[src/rtl/scratchram_arbiter_pkg.sv]
// Shared types and sizing helpers for the scratch RAM arbiter.
package scratchram_arb_pkg;

  // Arbiter state: waiting for a requester, or owned by one master for its bus cycle
  typedef enum logic {
    ST_IDLE = 1'b0,
    ST_BUSY = 1'b1
  } arbState_e;

  localparam int DW_DEF = 32;
  localparam int SW_DEF = DW_DEF / 8;

  // Width of a master index; a single master still needs one bit
  function automatic int gntWidth(input int nm);
    return (nm > 1) ? $clog2(nm) : 1;
  endfunction

  // Byte-select width for a given data width
  function automatic int selWidth(input int dw);
    return dw / 8;
  endfunction

endpackage

[src/rtl/scratchram_arbiter_rr_pick.sv]
// Combinational round-robin picker: starting just after the last winner,
// returns the first active request. Wrap-around uses an explicit compare so
// that master counts that are not a power of two rotate correctly.
module rr_pick
  import scratchram_arb_pkg::*;
#(
  parameter int NM = 2,
  parameter int GW = gntWidth(NM)
) (
  input  logic [NM-1:0] req_i,
  input  logic [GW-1:0] last_i,
  output logic          any_o,
  output logic [GW-1:0] idx_o
);

  logic [GW:0] cand;

  // Walk last+1, last+2, ... modulo NM and keep the first requester found
  always_comb begin
    any_o = 1'b0;
    idx_o = '0;
    cand  = '0;
    for (int off = 1; off <= NM; off++) begin
      cand = {1'b0, last_i} + (GW+1)'(off);
      if (cand >= (GW+1)'(NM)) begin
        cand = cand - (GW+1)'(NM);
      end
      if (!any_o && req_i[cand[GW-1:0]]) begin
        any_o = 1'b1;
        idx_o = cand[GW-1:0];
      end
    end
  end

endmodule

[src/rtl/scratchram_arbiter.sv]
// Round-robin arbiter sharing one single-port scratch RAM among NM
// Wishbone-classic masters. A master keeps the RAM for its whole bus cycle
// (cyc held), so bursts and read-modify-write sequences are atomic.
module scratchram_arbiter
  import scratchram_arb_pkg::*;
#(
  parameter int NM = 2,
  parameter int AW = 14,
  parameter int DW = 32
) (
  input  logic                   clk_i,
  input  logic                   rst_ni,
  input  logic [NM-1:0]          m_cyc_i,
  input  logic [NM-1:0]          m_stb_i,
  input  logic [NM-1:0]          m_we_i,
  input  logic [NM*(DW/8)-1:0]   m_sel_i,
  input  logic [NM*AW-1:0]       m_adr_i,
  input  logic [NM*DW-1:0]       m_dat_i,
  output logic [NM-1:0]          m_ack_o,
  output logic [DW-1:0]          m_dat_o,
  output logic                   s_cs_o,
  output logic                   s_cyc_o,
  output logic                   s_stb_o,
  output logic                   s_we_o,
  output logic [(DW/8)-1:0]      s_sel_o,
  output logic [AW-1:0]          s_adr_o,
  output logic [DW-1:0]          s_dat_o,
  input  logic                   s_ack_i,
  input  logic [DW-1:0]          s_dat_i
);

  localparam int GW = gntWidth(NM);
  localparam int SW = selWidth(DW);

  arbState_e       state_q, state_d;
  logic [GW-1:0]   gnt_q, gnt_d;
  logic [GW-1:0]   last_q, last_d;

  logic [NM-1:0]   reqVec;
  logic            pickAny;
  logic [GW-1:0]   pickIdx;

  logic            gntCyc;
  logic            gntStb;
  logic            gntWe;
  logic [SW-1:0]   gntSel;
  logic [AW-1:0]   gntAdr;
  logic [DW-1:0]   gntDat;

  assign reqVec = m_cyc_i & m_stb_i;

  rr_pick #(
    .NM (NM),
    .GW (GW)
  ) u_pick (
    .req_i  (reqVec),
    .last_i (last_q),
    .any_o  (pickAny),
    .idx_o  (pickIdx)
  );

  // Select the fields of whichever master currently holds the grant
  always_comb begin
    gntCyc = 1'b0;
    gntStb = 1'b0;
    gntWe  = 1'b0;
    gntSel = '0;
    gntAdr = '0;
    gntDat = '0;
    for (int k = 0; k < NM; k++) begin
      if (gnt_q == GW'(k)) begin
        gntCyc = m_cyc_i[k];
        gntStb = m_stb_i[k];
        gntWe  = m_we_i[k];
        gntSel = m_sel_i[k*SW +: SW];
        gntAdr = m_adr_i[k*AW +: AW];
        gntDat = m_dat_i[k*DW +: DW];
      end
    end
  end

  // Next state: grant on any request from IDLE; release (with one dead cycle) when cyc drops
  always_comb begin
    state_d = state_q;
    gnt_d   = gnt_q;
    last_d  = last_q;
    unique case (state_q)
      ST_IDLE: begin
        if (pickAny) begin
          gnt_d   = pickIdx;
          state_d = ST_BUSY;
        end
      end
      ST_BUSY: begin
        if (!gntCyc) begin
          last_d  = gnt_q;
          state_d = ST_IDLE;
        end
      end
      default: begin
        state_d = ST_IDLE;
      end
    endcase
  end

  // State, grant and round-robin pointer registers; reset makes master 0 win first
  always_ff @(posedge clk_i) begin
    if (!rst_ni) begin
      state_q <= ST_IDLE;
      gnt_q   <= '0;
      last_q  <= GW'(NM - 1);
    end else begin
      state_q <= state_d;
      gnt_q   <= gnt_d;
      last_q  <= last_d;
    end
  end

  // Route the granted master to the RAM and steer ack back to it alone; quiet bus while idle
  always_comb begin
    s_cs_o  = 1'b0;
    s_cyc_o = 1'b0;
    s_stb_o = 1'b0;
    s_we_o  = 1'b0;
    s_sel_o = '0;
    s_adr_o = '0;
    s_dat_o = '0;
    m_ack_o = '0;
    if (state_q == ST_BUSY) begin
      s_cs_o  = gntCyc;
      s_cyc_o = gntCyc;
      s_stb_o = gntStb;
      s_we_o  = gntWe;
      s_sel_o = gntSel;
      s_adr_o = gntAdr;
      s_dat_o = gntDat;
      for (int k = 0; k < NM; k++) begin
        m_ack_o[k] = (gnt_q == GW'(k)) & s_ack_i & gntCyc & gntStb;
      end
    end
  end

  assign m_dat_o = s_dat_i;

endmodule
[config.mk]
export PLATFORM = sky130hd
export DESIGN_NAME = scratchram_arbiter
export DESIGN_NICKNAME = d
export VERILOG_FILES = /design/src/rtl/scratchram_arbiter_pkg.sv /design/src/rtl/scratchram_arbiter_rr_pick.sv /design/src/rtl/scratchram_arbiter.sv
export SDC_FILE = /design/constraint.sdc
export NUM_CORES = 1
export LEC_CHECK = 0
export ABC_AREA = 1
export BUFFER_PORTS_ARGS = -buffer_cell sky130_fd_sc_hd__buf_2
export CAP_MARGIN = 20
export CORE_AREA = 2 2 89 91
export CTS_BUF_LIST = sky130_fd_sc_hd__clkbuf_8
export CTS_CLUSTER_DIAMETER = 120
export CTS_CLUSTER_SIZE = 12
export DETAILED_ROUTE_END_ITERATION = 7
export DIE_AREA = 0 0 91 93
export HOLD_SLACK_MARGIN = 0.06
export PLACE_DENSITY = 0.66
export SLEW_MARGIN = 20
export SYNTH_ARGS = -nofsm -noshare
export SYNTH_HDL_FRONTEND = slang
export SYNTH_SLANG_ARGS = --single-unit
[constraint.sdc]
create_clock -name clk_i -period 1.6 [get_ports clk_i]
set_clock_uncertainty 0.1 [all_clocks]
set_input_delay 0.32 -clock clk_i [delete_from_list [all_inputs] [get_ports clk_i]]
set_output_delay 0.32 -clock clk_i [all_outputs]
set_load 0.1 [all_outputs]
; Word level (Yosys, flattened, before mapping)
; Index checks and enable logic that the tools add are counted.
; W data, S select, Z words.
[op_classes]
n_addsub = 4
n_lt_le_gt_ge = 4
muxes = 26
n_bitwise = 10
reduce_logical = 4
[ops]
columns = operator, n
row1 = $mux W32, 2
row2 = $mux W14, 2
row3 = $mux W1, 18
row4 = $mux W4, 2
row5 = $and A1 B1 Y1, 6
row6 = $ge A2 B2 Y1 const B, 2
row7 = $lt A1 B2 Y1 const B, 2
row8 = $reduce_and A2 Y1, 2
row9 = $not A1 Y1, 3
row10 = $add A1 B1 Y2 const B, 1
row11 = $add A1 B2 Y2 const B, 1
row12 = $and A2 B2 Y2, 1
row13 = $mux W2, 1
row14 = $pmux W1 S2, 1
row15 = $sub A1 B1 Y1 const B, 2
row16 = $logic_and A1 B1 Y1, 1
row17 = $logic_not A1 Y1, 1
[word_totals]
reg_bits = 3
inputBits = 141
out_inout_bits = 88
word_cells = 51

; Logic depth before layout (Yosys ltp)
[depth]
depth_word = 11
ltp_mapped = 7
mapped_depth_nobuf = 5

; By module
; Synthesis repeated with hierarchy kept, for this count alone.
[unflattened]
cells_unflattened = 239
area_unflattened_um2 = 1256.2
[by_module_without_submodules]
columns = module, instances, cells_each, area_each_um2, seq_area_each_um2
row1 = scratchram_arbiter, 1, 236, 1241.2, 60.1
row2 = rr_pick, 1, 3, 15.0, 0.0

; Worst setup path before layout
; OpenSTA, ideal clock, no wires.
[synth_timing]
path_type = register -> output
startpoint = register state_q
endpoint = output port s_stb_o
arrival_time_ns = 2.584
required_ns = 1.180
setup_slack_ns = -1.404
path_stages_with_launch = 4
n_path_buf = 1
cell_sequence = dfxtp_1 buf_4 inv_1 nor3_1
[synth_via]
elab_chain_len = 1
[synth_lines]
columns = element, line_no
row1 = "start, declared", scratchram_arbiter.sv:35  ; arbState_e state_q, state_d;
row2 = "start signal, assigned", scratchram_arbiter.sv:113  ; state_q <= state_d;
row3 = $mux W1, scratchram_arbiter.sv:129  ; if (state_q == ST_BUSY) begin
row4 = "end, declared", scratchram_arbiter.sv:23  ; output logic s_stb_o,
; No other way between the ends.

; Worst setup path in the final report
[layout_timing]
startpoint = register gnt_q
endpoint = output port s_dat_o[2]
[layout_via]
elab_chain_len = 2
[layout_lines]
columns = element, line_no
row1 = "start, declared", scratchram_arbiter.sv:36  ; logic [GW-1:0] gnt_q, gnt_d;
row2 = "start signal, assigned", scratchram_arbiter.sv:114  ; gnt_q <= gnt_d;
row3 = $mux W32, scratchram_arbiter.sv:71  ; if (gnt_q == GW'(k)) begin
row4 = $mux W32, scratchram_arbiter.sv:129
row5 = "end, declared", scratchram_arbiter.sv:27  ; output logic [DW-1:0] s_dat_o,
; No other way between the ends.

==> impl_results.md <==
- Status: finished, violations left
- Failing checks: setup timing
- First-pass DRT Iterations: 4
- Clk root buf: clkbuf_8
- Critical path's largest stage delay: 0.39 ns
- Synthesized area: 0.00122 sq mm
- CP most frequent cell: buf_12
- CP Cell Sequence: inv_8, buf_12, nor2_1, nor2_4, buf_12
- Post-synthesis sequential area ratio: 4.90%
- Pleak: 1.45 nW
- Dpl cells: 460
- Layout area overhead: 192%
- Critical Path Sink Type: primary output
- # hold bufs at CTS: 0
- Initial core utilization: 16.3%
- Hold WS: 0.268 ns
- Worst-case setup margin in the final layout: -0.145 ns
- Worst-path maximum fanout: 31
- Congestion Overflow GR: 0
- Final worst-path cycle share: 109%
- DIE AREA: 0.00846 sq mm
- Port Buffer Count: 164
- IO Pins: 229
- Met1 Use GR: 13.0%
- Met3 usage: 1.69%
- Slew Limit Headroom: 82.1%
- Fin crit period: 1.74 ns
- WS Path Type: flop to primary output
- Core outline area: 0.00753 sq mm
- Layout cell share with drive strength beyond 1: 77.4%
- DRT iter0 DRCs: 38
- Most frequent cells in the layout: buf_2, buf_12, nor2_4, o21ai_1, nor2_2
- CTS H-tree depth: 1
- Layout Cells excl Fill: 470
- Largest net degree at the start of global routing: 32
- Pwr Density: 558 mW/mm^2
- Crit start category: flop
- Synthesized area per cell: 5.17 sq um
- N_diodes: 0
- Initial antenna violation count: 0
- CTS tree: done
- Pre-CTS setup slack: 0.00459 ns
- DR WL/cell: 13.3 um
- Worst-margin pin slew: 0.267 ns
- Die width: 91 um
- GRT busiest layer: met2
- Endpoints failing hold: 0
- Antenna-violating nets left: 0
- Number of remaining DRC errors: 0
- Final Util: 47.6%
- Worst reg-to-reg path cell count: 7
- Post-synth EDFFs: 0
- GRT Util Overall: 13.1%
- Vias in the first global route: 2019
- Primary FF master, synth: dfxtp_1
- # rows: 32
- TritonCTS Buffers: 3
- Deepest clock path buffer count: 2
- Met2 usage: 27.8%
- Worst skew pair latency: 0.22 ns
- Distinct cells, synth: 18
- First-pass GRT wire length: 9290 um
- RePlAce Congestion: 0.726
- Max-Cap Viols: 0
- Hold Path Depth: 3
- RSZ-0062 raised after global routing: true
- Overall power: 2.00 mW
- Hold Crit Class: input pin to flop
- Critical Path RT: 1.18 ns
- Commonest non-fill, non-tap cell in the layout: buf_2
- Max IR drop VDD: 357 uV
- Via density: 4.23
- Layout Nets: 510
- Die Height: 93 um
- Post-synth ARST share: 0%
- Detailed-route via count: 1986
- Fin. max-slew vios: 0
- Routed wire length: 6270 um
- Setup violations, final: 56
- Syn nets: 378
- Clock sink count: 3
- Arrival time at the worst endpoint: 1.32 ns
- Yosys warnings: 0
- DP HPWL: 4730 um
- CTS clk-pin slew, worst paths: 0.03 ns
- Synth Register Bits: 3
- Crit-path slowest cell: dfxtp_4
- Fmax achieved: 0.573 GHz
- Mapped Cells: 237
==> cell usage after synthesis, types with 2 or more instances <==
master / instances / area share, %
buf_2: 5 / 2.0
o21ai_1: 4 / 1.6
buf_4: 39 / 24
buf_6: 5 / 4.6
nor2_1: 106 / 32
dfxtp_1: 3 / 4.9
inv_1: 4 / 1.2
nand3b_1: 2 / 1.2
o21ai_0: 48 / 20
nand3_1: 5 / 2.0
nand2_1: 9 / 2.8
==> cell families (layout without fill, tap and decap cells) <==
| kind of cell | Yosys count | after routing | share of synthesized area, % |
|---|---|---|---|
| and+or+nand+nor | 125 | 125 | 39.9 |
| buffers and inverters | 55 | 186 | 32.8 |
| AOI/OAI and AO/OA | 54 | 54 | 22.4 |
| DFF | 3 | 3 | 4.90 |
==> sequential cells by signal (all words and copies together), names as in the netlist <==
name	count
last_q	1
gnt_q	1
state_q	1
==> final cells by class <==
class | instances | area (sq um)
fillers | 724 | 3950
flip-flops and latches | 3 | 65.1
repair buffers | 177 | 1910
inverters | 5 | 30.0
clock buffers | 3 | 41.3
clock inverters | 1 | 3.75
multi-input cells | 179 | 1400
well taps | 102 | 128
==> worst max-delay path, delay by kind of cell (launching register included) <==
kind	cells	cell delay (ns)
AND/OR/NAND/NOR	2	0.22
buffers and inverters	3	0.48
flip-flops	1	0.39
==> metrics by stage <==
stage	cell area [sq um]	setup TNS (ns)
2_1_floorplan	1670	-1.87
3_3_place_gp	3170	0
3_5_place_dp	3170	0
4_1_cts	3420	-6.57
5_1_grt	3580	-8.33
6_report	3580	-6.16
==> report_power, final <==
group | switching [mW] | leakage [nW] | internal, mW | total (mW)
combinational | 1.06 | 1.40 | 0.627 | 1.68
clock | 0.0573 | 0.0269 | 0.164 | 0.221
sequential | 0.0140 | 0.0257 | 0.0811 | 0.0951
total | 1.13 | 1.45 | 0.872 | 2.00
==> timing repair <==
item	4_1_cts	5_1_grt
gates resized for setup	59	20
setup endpoints to repair	56	56
pin swaps	12	4
setup buffers	3	0
cloned	1	2
==> final timing paths <==
path              startpoint          to  slack, ns
setup reg to reg       gnt_q      last_q       0.34
hold reg to reg       last_q      last_q       0.40
setup / recovery       gnt_q  s_dat_o[2]      -0.14
hold / removal        rst_ni     state_q       0.27
==> layer usage <==
metal  wire (um)  share of wire [%]
met1        2060                 33
met2        3700                 59
met5           0                  0
met4         123                2.0
met3         382                6.1
Power figures use the tool's default switching activity.
